--- config.mk ---
export PLATFORM = sky130hd
export DESIGN_NAME = bitbrick_seq_ctrl_flat
export DESIGN_NICKNAME = d
export VERILOG_FILES = /design/src/rtl/bitbrick_seq_ctrl_if.sv /design/src/rtl/bitbrick_seq_ctrl.sv /design/src/flat_wrapper.sv
export SDC_FILE = /design/constraint.sdc
export NUM_CORES = 1
export LEC_CHECK = 0
export CAP_MARGIN = 40
export CORE_MARGIN = 4
export CORE_UTILIZATION = 44
export DETAILED_ROUTE_END_ITERATION = 10
export GPL_ROUTABILITY_DRIVEN = 0
export GPL_TIMING_DRIVEN = 0
export PLACE_DENSITY = 0.71
export SETUP_SLACK_MARGIN = 0.5
export SLEW_MARGIN = 5
export SYNTH_ARGS = -nofsm -noshare
export SYNTH_HDL_FRONTEND = slang
export SYNTH_SLANG_ARGS = --single-unit
--- constraint.sdc ---
create_clock -name clk -period 3.28 [get_ports clk]
set_input_delay 0.656 -clock clk [delete_from_list [all_inputs] [get_ports clk]]
set_output_delay 0.656 -clock clk [all_outputs]
set_load 0.03 [all_outputs]
--- src/rtl/bitbrick_seq_ctrl_if.sv ---
// Operand-request and result handshake bundle for the bitbrick sequencing controller.
// The controller takes the slave view; the operand fetch and accumulator side take the master view.
interface bitbrick_seq_ctrl_if #(
    parameter int MAX_BITS = 8,
    parameter int ACC_W    = 16
);
    logic                in_valid;
    logic                in_ready;
    logic [MAX_BITS-1:0] a;
    logic [MAX_BITS-1:0] b;
    logic [1:0]          prec_a;
    logic [1:0]          prec_b;
    logic                signed_a;
    logic                signed_b;
    logic                out_valid;
    logic                out_ready;
    logic [ACC_W-1:0]    result;
    logic                busy;

    modport slave (
        input  in_valid, a, b, prec_a, prec_b, signed_a, signed_b, out_ready,
        output in_ready, out_valid, result, busy
    );

    modport master (
        output in_valid, a, b, prec_a, prec_b, signed_a, signed_b, out_ready,
        input  in_ready, out_valid, result, busy
    );
endinterface

--- src/rtl/bitbrick_seq_ctrl.sv ---
// Time-multiplexes a single 2-bit bitbrick to form 2/4/8-bit signed/unsigned products,
// one slice pair per cycle, shifting and accumulating partial products into a 16-bit result.
//
//   state  | meaning
//   IDLE   | ready for a request, bitbrick inputs held at zero
//   RUN    | one slice pair per cycle, j (b-slice) inner, i (a-slice) outer
//   DONE   | result presented, waiting for out_ready
module bitbrick_seq_ctrl #(
    parameter int MAX_BITS = 8,
    parameter int ACC_W    = 16
) (
    input  logic                clk,
    input  logic                rst_n,
    bitbrick_seq_ctrl_if.slave  io,
    output logic [1:0]          o_bb_x,
    output logic                o_bb_sx,
    output logic [1:0]          o_bb_y,
    output logic                o_bb_sy,
    output logic                o_bb_shift,
    input  logic [9:0]          i_bb_prod
);
    typedef enum logic [1:0] {S_IDLE, S_RUN, S_DONE} state_t;

    state_t              r_state;
    state_t              w_state_nxt;
    logic [MAX_BITS-1:0] r_a;
    logic [MAX_BITS-1:0] r_b;
    logic                r_sa;
    logic                r_sb;
    logic [1:0]          r_na_m1;
    logic [1:0]          r_nb_m1;
    logic [1:0]          r_i;
    logic [1:0]          r_j;
    logic [ACC_W-1:0]    r_acc;
    logic [ACC_W-1:0]    r_result;

    logic [MAX_BITS-1:0] w_a_sh;
    logic [MAX_BITS-1:0] w_b_sh;
    logic [3:0]          w_shamt;
    logic [ACC_W-1:0]    w_pp;
    logic [ACC_W-1:0]    w_acc_nxt;
    logic                w_last;
    logic                w_in_ready;
    logic                w_out_valid;
    logic                w_busy;
    logic                w_unused_prod_hi;

    // prec 00 -> 1 slice, 01 -> 2 slices, 10/11 -> 4 slices (returned as count-1)
    function automatic logic [1:0] slices_m1(input logic [1:0] prec);
        case (prec)
            2'b00:   slices_m1 = 2'd0;
            2'b01:   slices_m1 = 2'd1;
            default: slices_m1 = 2'd3;
        endcase
    endfunction

    assign w_a_sh    = r_a >> {r_i, 1'b0};
    assign w_b_sh    = r_b >> {r_j, 1'b0};
    assign w_last    = (r_i == r_na_m1) && (r_j == r_nb_m1);
    assign w_shamt   = {({1'b0, r_i} + {1'b0, r_j}), 1'b0};
    // Only the low 6 bits of the brick product are meaningful for 2x2 slices
    assign w_pp      = {{(ACC_W-6){i_bb_prod[5]}}, i_bb_prod[5:0]} << w_shamt;
    assign w_acc_nxt = r_acc + w_pp;
    assign w_unused_prod_hi = ^i_bb_prod[9:6];

    always_ff @(posedge clk or negedge rst_n) begin
        if (!rst_n) r_state <= S_IDLE;
        else        r_state <= w_state_nxt;
    end

    always_comb begin
        w_state_nxt = r_state;
        w_in_ready  = 1'b0;
        w_out_valid = 1'b0;
        w_busy      = 1'b0;
        o_bb_x      = 2'b00;
        o_bb_sx     = 1'b0;
        o_bb_y      = 2'b00;
        o_bb_sy     = 1'b0;
        case (r_state)
            S_IDLE: begin
                w_in_ready = 1'b1;
                if (io.in_valid) w_state_nxt = S_RUN;
            end
            S_RUN: begin
                w_busy  = 1'b1;
                o_bb_x  = w_a_sh[1:0];
                o_bb_sx = r_sa && (r_i == r_na_m1);
                o_bb_y  = w_b_sh[1:0];
                o_bb_sy = r_sb && (r_j == r_nb_m1);
                if (w_last) w_state_nxt = S_DONE;
            end
            S_DONE: begin
                w_busy      = 1'b1;
                w_out_valid = 1'b1;
                if (io.out_ready) w_state_nxt = S_IDLE;
            end
            default: w_state_nxt = S_IDLE;
        endcase
    end

    always_ff @(posedge clk or negedge rst_n) begin
        if (!rst_n) begin
            r_a      <= '0;
            r_b      <= '0;
            r_sa     <= 1'b0;
            r_sb     <= 1'b0;
            r_na_m1  <= 2'd0;
            r_nb_m1  <= 2'd0;
            r_i      <= 2'd0;
            r_j      <= 2'd0;
            r_acc    <= '0;
            r_result <= '0;
        end else begin
            case (r_state)
                S_IDLE: begin
                    if (io.in_valid) begin
                        r_a     <= io.a;
                        r_b     <= io.b;
                        r_sa    <= io.signed_a;
                        r_sb    <= io.signed_b;
                        r_na_m1 <= slices_m1(io.prec_a);
                        r_nb_m1 <= slices_m1(io.prec_b);
                        r_i     <= 2'd0;
                        r_j     <= 2'd0;
                        r_acc   <= '0;
                    end
                end
                S_RUN: begin
                    r_acc <= w_acc_nxt;
                    if (r_j == r_nb_m1) begin
                        r_j <= 2'd0;
                        r_i <= r_i + 2'd1;
                    end else begin
                        r_j <= r_j + 2'd1;
                    end
                    if (w_last) r_result <= w_acc_nxt;
                end
                default: ;
            endcase
        end
    end

    assign io.in_ready  = w_in_ready;
    assign io.out_valid = w_out_valid;
    assign io.busy      = w_busy;
    assign io.result    = r_result;
    assign o_bb_shift   = 1'b0;
endmodule
--- src/flat_wrapper.sv ---
// flat-port wrapper written by rule: the top's interface ports become plain ports
module bitbrick_seq_ctrl_flat 
#(
    parameter int MAX_BITS = 8,
    parameter int ACC_W    = 16
)
  (clk, rst_n, o_bb_x, o_bb_sx, o_bb_y, o_bb_sy, o_bb_shift, i_bb_prod, io_in_valid, io_a, io_b, io_prec_a, io_prec_b, io_signed_a, io_signed_b, io_out_ready, io_in_ready, io_out_valid, io_result, io_busy);
  bitbrick_seq_ctrl_if #(.MAX_BITS(MAX_BITS), .ACC_W(ACC_W)) io_i ();
  input  logic clk;
  input  logic rst_n;
  output logic [1:0] o_bb_x;
  output logic o_bb_sx;
  output logic [1:0] o_bb_y;
  output logic o_bb_sy;
  output logic o_bb_shift;
  input  logic [9:0] i_bb_prod;
  input wire logic [$bits(io_i.in_valid)-1:0] io_in_valid;
  input wire logic [$bits(io_i.a)-1:0] io_a;
  input wire logic [$bits(io_i.b)-1:0] io_b;
  input wire logic [$bits(io_i.prec_a)-1:0] io_prec_a;
  input wire logic [$bits(io_i.prec_b)-1:0] io_prec_b;
  input wire logic [$bits(io_i.signed_a)-1:0] io_signed_a;
  input wire logic [$bits(io_i.signed_b)-1:0] io_signed_b;
  input wire logic [$bits(io_i.out_ready)-1:0] io_out_ready;
  output wire logic [$bits(io_i.in_ready)-1:0] io_in_ready;
  output wire logic [$bits(io_i.out_valid)-1:0] io_out_valid;
  output wire logic [$bits(io_i.result)-1:0] io_result;
  output wire logic [$bits(io_i.busy)-1:0] io_busy;
  assign io_i.in_valid = io_in_valid;
  assign io_i.a = io_a;
  assign io_i.b = io_b;
  assign io_i.prec_a = io_prec_a;
  assign io_i.prec_b = io_prec_b;
  assign io_i.signed_a = io_signed_a;
  assign io_i.signed_b = io_signed_b;
  assign io_i.out_ready = io_out_ready;
  assign io_in_ready = io_i.in_ready;
  assign io_out_valid = io_i.out_valid;
  assign io_result = io_i.result;
  assign io_busy = io_i.busy;
  bitbrick_seq_ctrl #(.MAX_BITS(MAX_BITS), .ACC_W(ACC_W)) u_core (.clk(clk), .rst_n(rst_n), .io(io_i), .o_bb_x(o_bb_x), .o_bb_sx(o_bb_sx), .o_bb_y(o_bb_y), .o_bb_sy(o_bb_sy), .o_bb_shift(o_bb_shift), .i_bb_prod(i_bb_prod));
endmodule
# Word-level counts from Yosys, hierarchy flattened
# Index checks and enable logic that the tools add are counted.
totals:
  regBits: 60
  input_bits: 36
  output_inout_bits: 26
  elab_cells: 61
classes:
  addsub: 4
  eq_ne: 10
  n_shift: 3
  mux: 20
  n_reduce_logical: 13
ops:
  columns: ["op", "n"]
  rows:
  - ["$pmux 16 s2", 1]
  - ["$add 16x16->16", 1]
  - ["$mux 16", 1]
  - ["$mux 2", 8]
  - ["$pmux 2 s2", 4]
  - ["$shl 16x4->16", 1]
  - ["$shr 8x3->2", 2]
  - ["$eq 2x1->1 const B", 3]
  - ["$logic_not 2->1", 3]
  - ["$pmux 2 s3", 1]
  - ["$reduce_and 2->1", 3]
  - ["$reduce_and 3->1", 2]
  - ["$mux 1", 5]
  - ["$add 2x1->2 const B", 2]
  - ["$eq 2x2->1", 2]
  - ["$ne 2x1->1 const B", 2]
  - ["$ne 2x2->1 const B", 2]
  - ["$add 2x2->3", 1]
  - ["$logic_and 1x1->1", 3]
  - ["$eq 2x2->1 const B", 1]
  - ["$reduce_bool 2->1", 1]
  - ["$reduce_or 2->1", 1]

# Depth between registers and ports, before layout
# Gate-level depths: netlist of run 1.
depth:
  word_depth: 4
  depth_mapped: 15
  mapped_depth_nobuf: 14

# Worst setup path after synthesis of run 1
# OpenSTA, ideal clock, no wires.
synth_timing:
  kind: "flip-flop to flip-flop"
  start: "reg u_core.r_j[1]"
  end: "reg u_core.r_result[15], in the netlist u_core.io.result[15]"
  t_arrival_ps: 3195
  setup_slack_ps: 16
  path_stages_with_launch: 14
  path_buffers: 2
  synth_period_minus_slack_ps: 3264
  path_cell_list: "dfrtp_1 > inv_1 > fa_1 > buf_2 > clkbuf_1 > o21ai_0 > and2_1 > ha_1 > and3_1 > nand2_2 > a31oi_4 > o31ai_2 > or4_1 > nand3_1"
synth_via:
  elab_chain_len: 3
  word_cells_on_any_way: 6
synth_rtl:
  columns: ["item", "line_no", "source"]
  rows:
  - ["start: declaration", "bitbrick_seq_ctrl.sv:33", "logic [1:0] r_j;"]
  - ["start signal: assignment", "bitbrick_seq_ctrl.sv:135", "r_j <= r_j + 2'd1;"]
  - ["$add 2x2->3 / $eq 2x2->1 (equally long branches)", "bitbrick_seq_ctrl.sv:60, bitbrick_seq_ctrl.sv:59", null]
  - ["$shl 16x4->16 / $logic_and 1x1->1 (equally long branches)", "bitbrick_seq_ctrl.sv:62, bitbrick_seq_ctrl.sv:59", null]
  - ["$add 16x16->16 / $reduce_and 2->1 (equally long branches)", null, null]
  - ["end signal: assignment", "bitbrick_seq_ctrl.sv:137", "if (w_last) r_result <= w_acc_nxt;"]
  - ["end: declaration", "bitbrick_seq_ctrl.sv:35", "logic [ACC_W-1:0] r_result;"]
# Parallel ways exist; a longest one is shown, timed or not.
# A chain may end at the register's enable or synchronous reset.

# Worst setup path after layout of run 1
layout_timing:
  start: "reg u_core.r_j[0]"
  end: "reg u_core.r_result[15], in the netlist u_core.io.result[15]"
# Same word-level chain as after synthesis.

==> impl_metrics.csv, run 1 <==
group,metric,value,unit
run_status,status,"finished, final reports clean",
timing,relSlewSlack,48.9,%
floorplanning,rows,32,
finish,fin_util,63.8,%
route,drc,0,
synth,muxShareOfSynthArea,14.7,%
route,antenna_left,0,
critical_path,start_kind,"register",
floorplanning,dieArea,9820,µm²
synth,synth_area_leaders,"dfrtp_1 (41%), mux2_2 (7.4%), ha_1 (6.9%)",
synth,synth_common_cells,"dfrtp_1 (60), nand2_1 (36), mux2_2 (24), o21ai_0 (22), ha_1 (20)",
timing,finalHoldViolCount,0,
global_routing,track_usage,19.0,%
synth,ys_async_sr_fraction,100,%
synth,synth_nets,403,
finish,fill_cells,625,
synth,synth-seq-area-share,41.1,%
critical_path,worstPathCellList,"ha_2, inv_2, fa_1, buf_6, clkbuf_16, nand2_4, o21ai_2, and2_4, ha_4, and3_4, nand2_4, a31oi_4, o31ai_4, buf_6, or4_1, nand3_1",
synth,synth-edff-count,0,
route,dr.pass1.iters,4,
critical_path,critPathKind,"register to register",
placed_design,port_buffers,56,
floorplanning,core_area,7890,µm²
synth,synth_top_area_cell,"dfrtp_1",
synth,synth_area,3650,µm²
timing,period_share,98.2,%
finish,antenna_cells,0,
synth,synth_top_family_by_area,"compound AO/OA/AOI/OAI gates",
timing,fin_skew,0.00357,ns
clock_tree,cts_buffers,9,
critical_path,setup.worst_path.start,"u_core.r_j[0]",
route,wl_per_cell,16.8,µm
placed_design,dp_slack,-0.194,ns
global_routing,overflow,0,
synth,synth_xor_area_share,4.28,%
timing,worstMarginPinSlew,0.767,ns
clock_tree,clockBufferDepth,2,
synth,netlist_instances,345,
synth,synth.avg_cell_area,10.6,µm²
critical_path,r2r-start,"u_core.r_j[0]",
floorplanning,die_x,99.1,µm
synth,synth_fa_ha_area_share,7.95,%
floorplanning,start_util,46.3,%
clock_tree,cts_tree,"built",
finish,finalNetCount,486,
global_routing,antenna_found_initial,0,
critical_path,worst_path_max_delay_cell,"fa_1",
timing,finalMaxSlewViolations,0,
critical_path,crit_arrival,3.50,ns
critical_path,crit_buf_inv,4,
synth,ys_seq_elements,60,
global_routing,grt_pass1_wl,15.0,mm
worst_hold_path,holdCritPathClass,"input port to asynchronous set/reset pin",
synth,ys_types,56,
clock_tree,clk_latency,0.34,ns
synth,synth-compound-area-share,16.2,%
critical_path,cp-endpoint,"u_core.io.result[15]",
floorplanning,boundaryPins,62,
critical_path,r2r_slack,0.06,ns
global_routing,grt_start_max_net_pins,61,
critical_path,cpPeakStageDelay,0.46,ns
clock_tree,h-tree-depth,3,
job,cap_violations,0,
synth,yosysMostFrequentCell,"dfrtp_1",
timing,timing.fmax,311,MHz
finish,syn2layout_area_growth,37.9,%
clock_tree,cts_root_buffer,"clkbuf_8",
synth,synth_ff_type,"dfrtp_1",
timing,setup_slack,0.0601,ns
route,num_vias,2972,
critical_path,path_depth,16,
floorplanning,die_y,99.1,µm
synth,synth-simple-area-share,12.2,%
placed_design,dp.final_hpwl,6.40,mm
synth,synth_top_area_share,41.1,%
route,routed_wl,8.97,mm
global_routing,grt_pass1_vias,3119,
critical_path,cp.required,3.56,ns
route,viasPerCell,5.56,
critical_path,worst-path-max-fanout,6,
route,dr.first_iter.drc_count,117,
timing,finalSetupViolCount,0,
clock_tree,clkTransAtPathRegs,0.07,ns
synth,synth_warnings,0,
timing,rsz0062_at_grt,"yes",
critical_path,ff2ff_path_depth,16,
finish,post_route_cells_drive_above_1_share,31.6,%
clock_tree,cts_sinks,60,
critical_path,end_kind,"register",
critical_path,path_delay_family,"simple AND/OR/NAND/NOR gates",
critical_path,r2r_end,"u_core.io.result[15]",
timing,fin_crit,3.22,ns
[state kept, by name, summed over array words and instances, names as in the netlist]
name / count
u_core.r_b: 8
u_core.r_a: 8
u_core.r_nb_m1: 2
u_core.r_state: 2
u_core.r_sa: 1
u_core.r_acc: 16
u_core.io.result: 16
u_core.r_na_m1: 2
u_core.r_j: 2
u_core.r_sb: 1
u_core.r_i: 2
[final cells by class]
type	instances	area [µm²]	area share, %
inverter	12	45.0	0.895
multi-input combinational	256	2340	46.5
clock buffer	11	151	3.01
buffer	17	123	2.44
tap	102	128	2.54
timing repair buffer	72	682	13.5
clock inverter	5	60.1	1.19
sequential	60	1500	29.9
[layer usage]
| metal | track usage [%] | part of all wire [%] | up-vias |
|---|---|---|---|
| li1 | - | - | 1411 |
| met1 | 23.9 | 44 | 1469 |
| met2 | 31.7 | 49 | 77 |
| met3 | 4.91 | 4.8 | 15 |
| met4 | 6.30 | 1.8 | 0 |
| met5 | 0 | 0 | - |
[worst min-delay path by stage]
stage / end / slack [ns] / cells past startpoint
after global placement: u_core.io.result[2] / 0.47 / 2
final: u_core.io.result[1] / 0.36 / 1
after global routing: u_core.io.result[1] / 0.44 / 1
after detailed placement: u_core.r_acc[12] / 0.47 / 2
after CTS: u_core.r_acc[1] / 0.41 / 1
after floorplan: u_core.io.result[0] / 0.36 / 0
[placed cells by master (no fill, tap or decap), types with 3 or more instances in the layout]
cell,Yosys,routed
clkbuf_8,0,13
buf_2,5,4
xnor2_1,8,6
ha_4,0,6
o31ai_1,4,3
mux2_4,0,7
nor2_1,14,11
dfrtp_1,60,58
ha_2,0,5
nand2b_1,7,7
nand3_1,6,6
clkbuf_1,8,5
xor2_1,8,7
ha_1,20,9
nand2_1,36,33
buf_6,0,3
a21oi_1,15,5
mux2_1,12,6
clkdlybuf4s50_1,0,49
nand4_1,3,3
o21ai_1,7,5
buf_4,3,17
a22o_1,17,17
dlygate4sd2_1,0,6
a21oi_2,1,9
mux2_2,24,23
o21ai_0,22,19
and2_1,6,5
inv_1,12,10
mux4_2,4,4
o21ai_2,0,4
[cell families (layout without fill, tap and decap cells)]
group / Yosys count / in the layout
AOI/OAI and AO/OA: 84 / 84
xor gates and xnor gates: 17 / 17
adders and majority gates: 22 / 22
buffers and inverters: 29 / 117
DFF: 60 / 60
muxes: 43 / 43
other: 1 / 1
and+or+nand+nor: 89 / 89
[per-stage QoR]
step	area, µm²	std cells	setup TNS (ns)	hold slack, ns
final	5030	535	0	0.362
after global routing	5030	535	-0.108	0.443
after CTS	4970	534	0	0.410
after detailed placement	4460	503	-0.770	0.474
after global placement	4460	503	-24.52	0.469
after floorplan	3770	345	0	0.360
[repair_timing]
action | 4_1_cts | 5_1_grt
buffers inserted | 13 | 1
hold buffers | 0 | 0
gates cloned | 2 | 0
resized for setup | 50 | 12
pin swaps | 31 | 8
endpoints found under the hold margin | 0 | 0
endpoints found under the setup margin | 32 | 28
Power of run 1 is not shown: default switching activity piles up to over one toggle a cycle in this logic, so the estimate is an artifact.
==> inputs of run 2 (changes only) <==
--- a/config.mk
+++ b/config.mk
@@ -9,7 +9,6 @@
 export CORE_MARGIN = 4
 export CORE_UTILIZATION = 44
 export DETAILED_ROUTE_END_ITERATION = 10
-export GPL_ROUTABILITY_DRIVEN = 0
 export GPL_TIMING_DRIVEN = 0
 export PLACE_DENSITY = 0.71
 export SETUP_SLACK_MARGIN = 0.5
==> constraint.sdc (replaced) <==
create_clock -name clk -period 2.9 [get_ports clk]
set_input_delay 0.58 -clock clk [delete_from_list [all_inputs] [get_ports clk]]
set_output_delay 0.58 -clock clk [all_outputs]
set_load 0.03 [all_outputs]
==> run 2 against run 1 <==
The flow now finishes with violations (negative setup slack). Non-clock buffer count increased by 2. Routed wire length increased by 3.0%. Clock skew increased by 0.0079 ns. Register-to-register slack got worse by 0.33 ns. Fmax increased by 1.6%. Critical path depth decreased by 3. Final cell count increased by 0.19%.
==> impl_metrics.csv, run 2 (synthesis results as in run 1) <==
group,metric,value,unit
clock_tree,clk_latency,0.34,ns
worst_hold_path,holdCritPathClass,"input port to asynchronous set/reset pin",
global_routing,grt_start_max_net_pins,61,
critical_path,r2r_end,"u_core.io.result[11]",
critical_path,crit_arrival,3.39,ns
floorplanning,dieArea,9820,µm²
timing,hold-worst-slack,0.323,ns
floorplanning,die_x,99.1,µm
global_routing,antenna_found_initial,0,
critical_path,r2r-start,"u_core.r_j[0]",
clock_tree,clkTransAtPathRegs,0.07,ns
global_routing,track_usage,19.3,%
finish,final_common_cell,"dfrtp_1",
timing,worstMarginPinSlew,0.776,ns
timing,fin_skew,0.0115,ns
critical_path,setup.worst_path.start,"u_core.r_j[0]",
critical_path,start_kind,"register",
route,num_vias,2956,
critical_path,critPathKind,"register to register",
floorplanning,rows,32,
route,drc,0,
placed_design,port_buffers,56,
run_status,failed_checks,"negative setup slack",
floorplanning,die_y,99.1,µm
critical_path,end_kind,"register",
timing,timing.fmax,316,MHz
timing,finalMaxSlewViolations,0,
job,cap_violations,0,
clock_tree,cts_sinks,60,
floorplanning,start_util,46.3,%
finish,fill_cells,616,
critical_path,worst-path-max-fanout,8,
clock_tree,cts_buffers,9,
critical_path,r2r_slack,-0.27,ns
clock_tree,cts_tree,"built",
route,dr.pass1.iters,4,
floorplanning,core_area,7890,µm²
finish,final_cells,536,
finish,finalNetCount,488,
finish,antenna_cells,0,
global_routing,grt_pass1_wl,15.0,mm
finish,post_route_cells_drive_above_1_share,35.3,%
critical_path,cp.required,3.12,ns
placed_design,dp.final_hpwl,6.19,mm
run_status,status,"finished with violations",
critical_path,ff2ff_path_depth,13,
placed_design,place_inst,503,
critical_path,cp-endpoint,"u_core.io.result[11]",
floorplanning,boundaryPins,62,
clock_tree,h-tree-depth,3,
timing,setup_slack,-0.269,ns
placed_design,placed_area,4460,µm²
route,viasPerCell,5.51,
global_routing,overflow,0,
global_routing,grt_pass1_vias,3026,
clock_tree,clockBufferDepth,2,
route,routed_wl,9.24,mm
route,dr.first_iter.drc_count,153,
timing,finalSetupViolCount,21,
finish,syn2layout_area_growth,39.8,%
finish,fin_area,5100,µm²
route,wl_per_cell,17.2,µm
clock_tree,cts_root_buffer,"clkbuf_8",
clock_tree,cts_hold_buf,0,
timing,period_share,109,%
timing,fin_crit,3.17,ns
placed_design,gp_congestion,0.983,
finish,layout_common_cells,"dfrtp_1 (58), clkdlybuf4s50_1 (48), nand2_1 (33)",
timing,relSlewSlack,48.3,%
timing,finalHoldViolCount,0,
timing,rsz0062_at_grt,"yes",
route,antenna_left,0,
[run 2: through the flow]
step / util, % / TNS, ns / setup slack, ns
after floorplan: - / -0.818 / -0.164
after global placement: 56.6 / -47.79 / -0.695
after detailed placement: 56.5 / -7.05 / -0.530
after CTS: 62.9 / -2.81 / -0.239
after global routing: 64.7 / -5.84 / -0.391
final: 64.7 / -3.27 / -0.269
[run 2: critical path: stages (launching register included)]
cell,delay [ns]
dfrtp_1,0.36
ha_2,0.17
inv_2,0.03
fa_1,0.48
buf_6,0.13
mux2_4,0.33
nor2b_4,0.13
ha_4,0.23
a21oi_4,0.23
a31oi_4,0.15
buf_6,0.15
o31ai_4,0.26
xnor2_2,0.11
mux2_4,0.27
[run 2: per-layer routing]
| metal | GRT usage (%) | up-vias | part of all wire, % |
|---|---|---|---|
| met1 | 23.9 | 1416 | 43 |
| met5 | 0 | - | 0 |
| met2 | 32.2 | 104 | 49 |
| met3 | 5.40 | 20 | 5.9 |
| met4 | 6.93 | 0 | 2.1 |
| li1 | - | 1416 | - |
[run 2: worst min-delay path by stage]
stage               slack [ns]  cells past startpoint                 start                    to
global route              0.37                      1                 rst_n   u_core.io.result[1]
floorplan                 0.28                      0                 rst_n   u_core.io.result[0]
global placement          0.47                      2      u_core.r_acc[12]      u_core.r_acc[12]
finish                    0.32                      1                 rst_n   u_core.io.result[1]
detailed placement        0.47                      2  u_core.io.result[15]  u_core.io.result[15]
CTS                       0.34                      1                 rst_n   u_core.io.result[1]
[run 2: cell type report]
cell class	instances	area [µm²]	area share, %
multi-input combinational	256	2430	47.7
tap	102	128	2.50
clock inverter	2	10.0	0.196
inverter	12	45.0	0.882
buffer	17	133	2.60
clock buffer	13	159	3.11
timing repair buffer	74	692	13.6
sequential	60	1500	29.5
[run 2: what timing repair did]
item | in CTS | in global routing
pin swaps | 34 | 12
setup endpoints to repair | 37 | 36
resized for setup | 75 | 28
buffers inserted | 14 | 4
Power of run 2 is left out for the same reason.
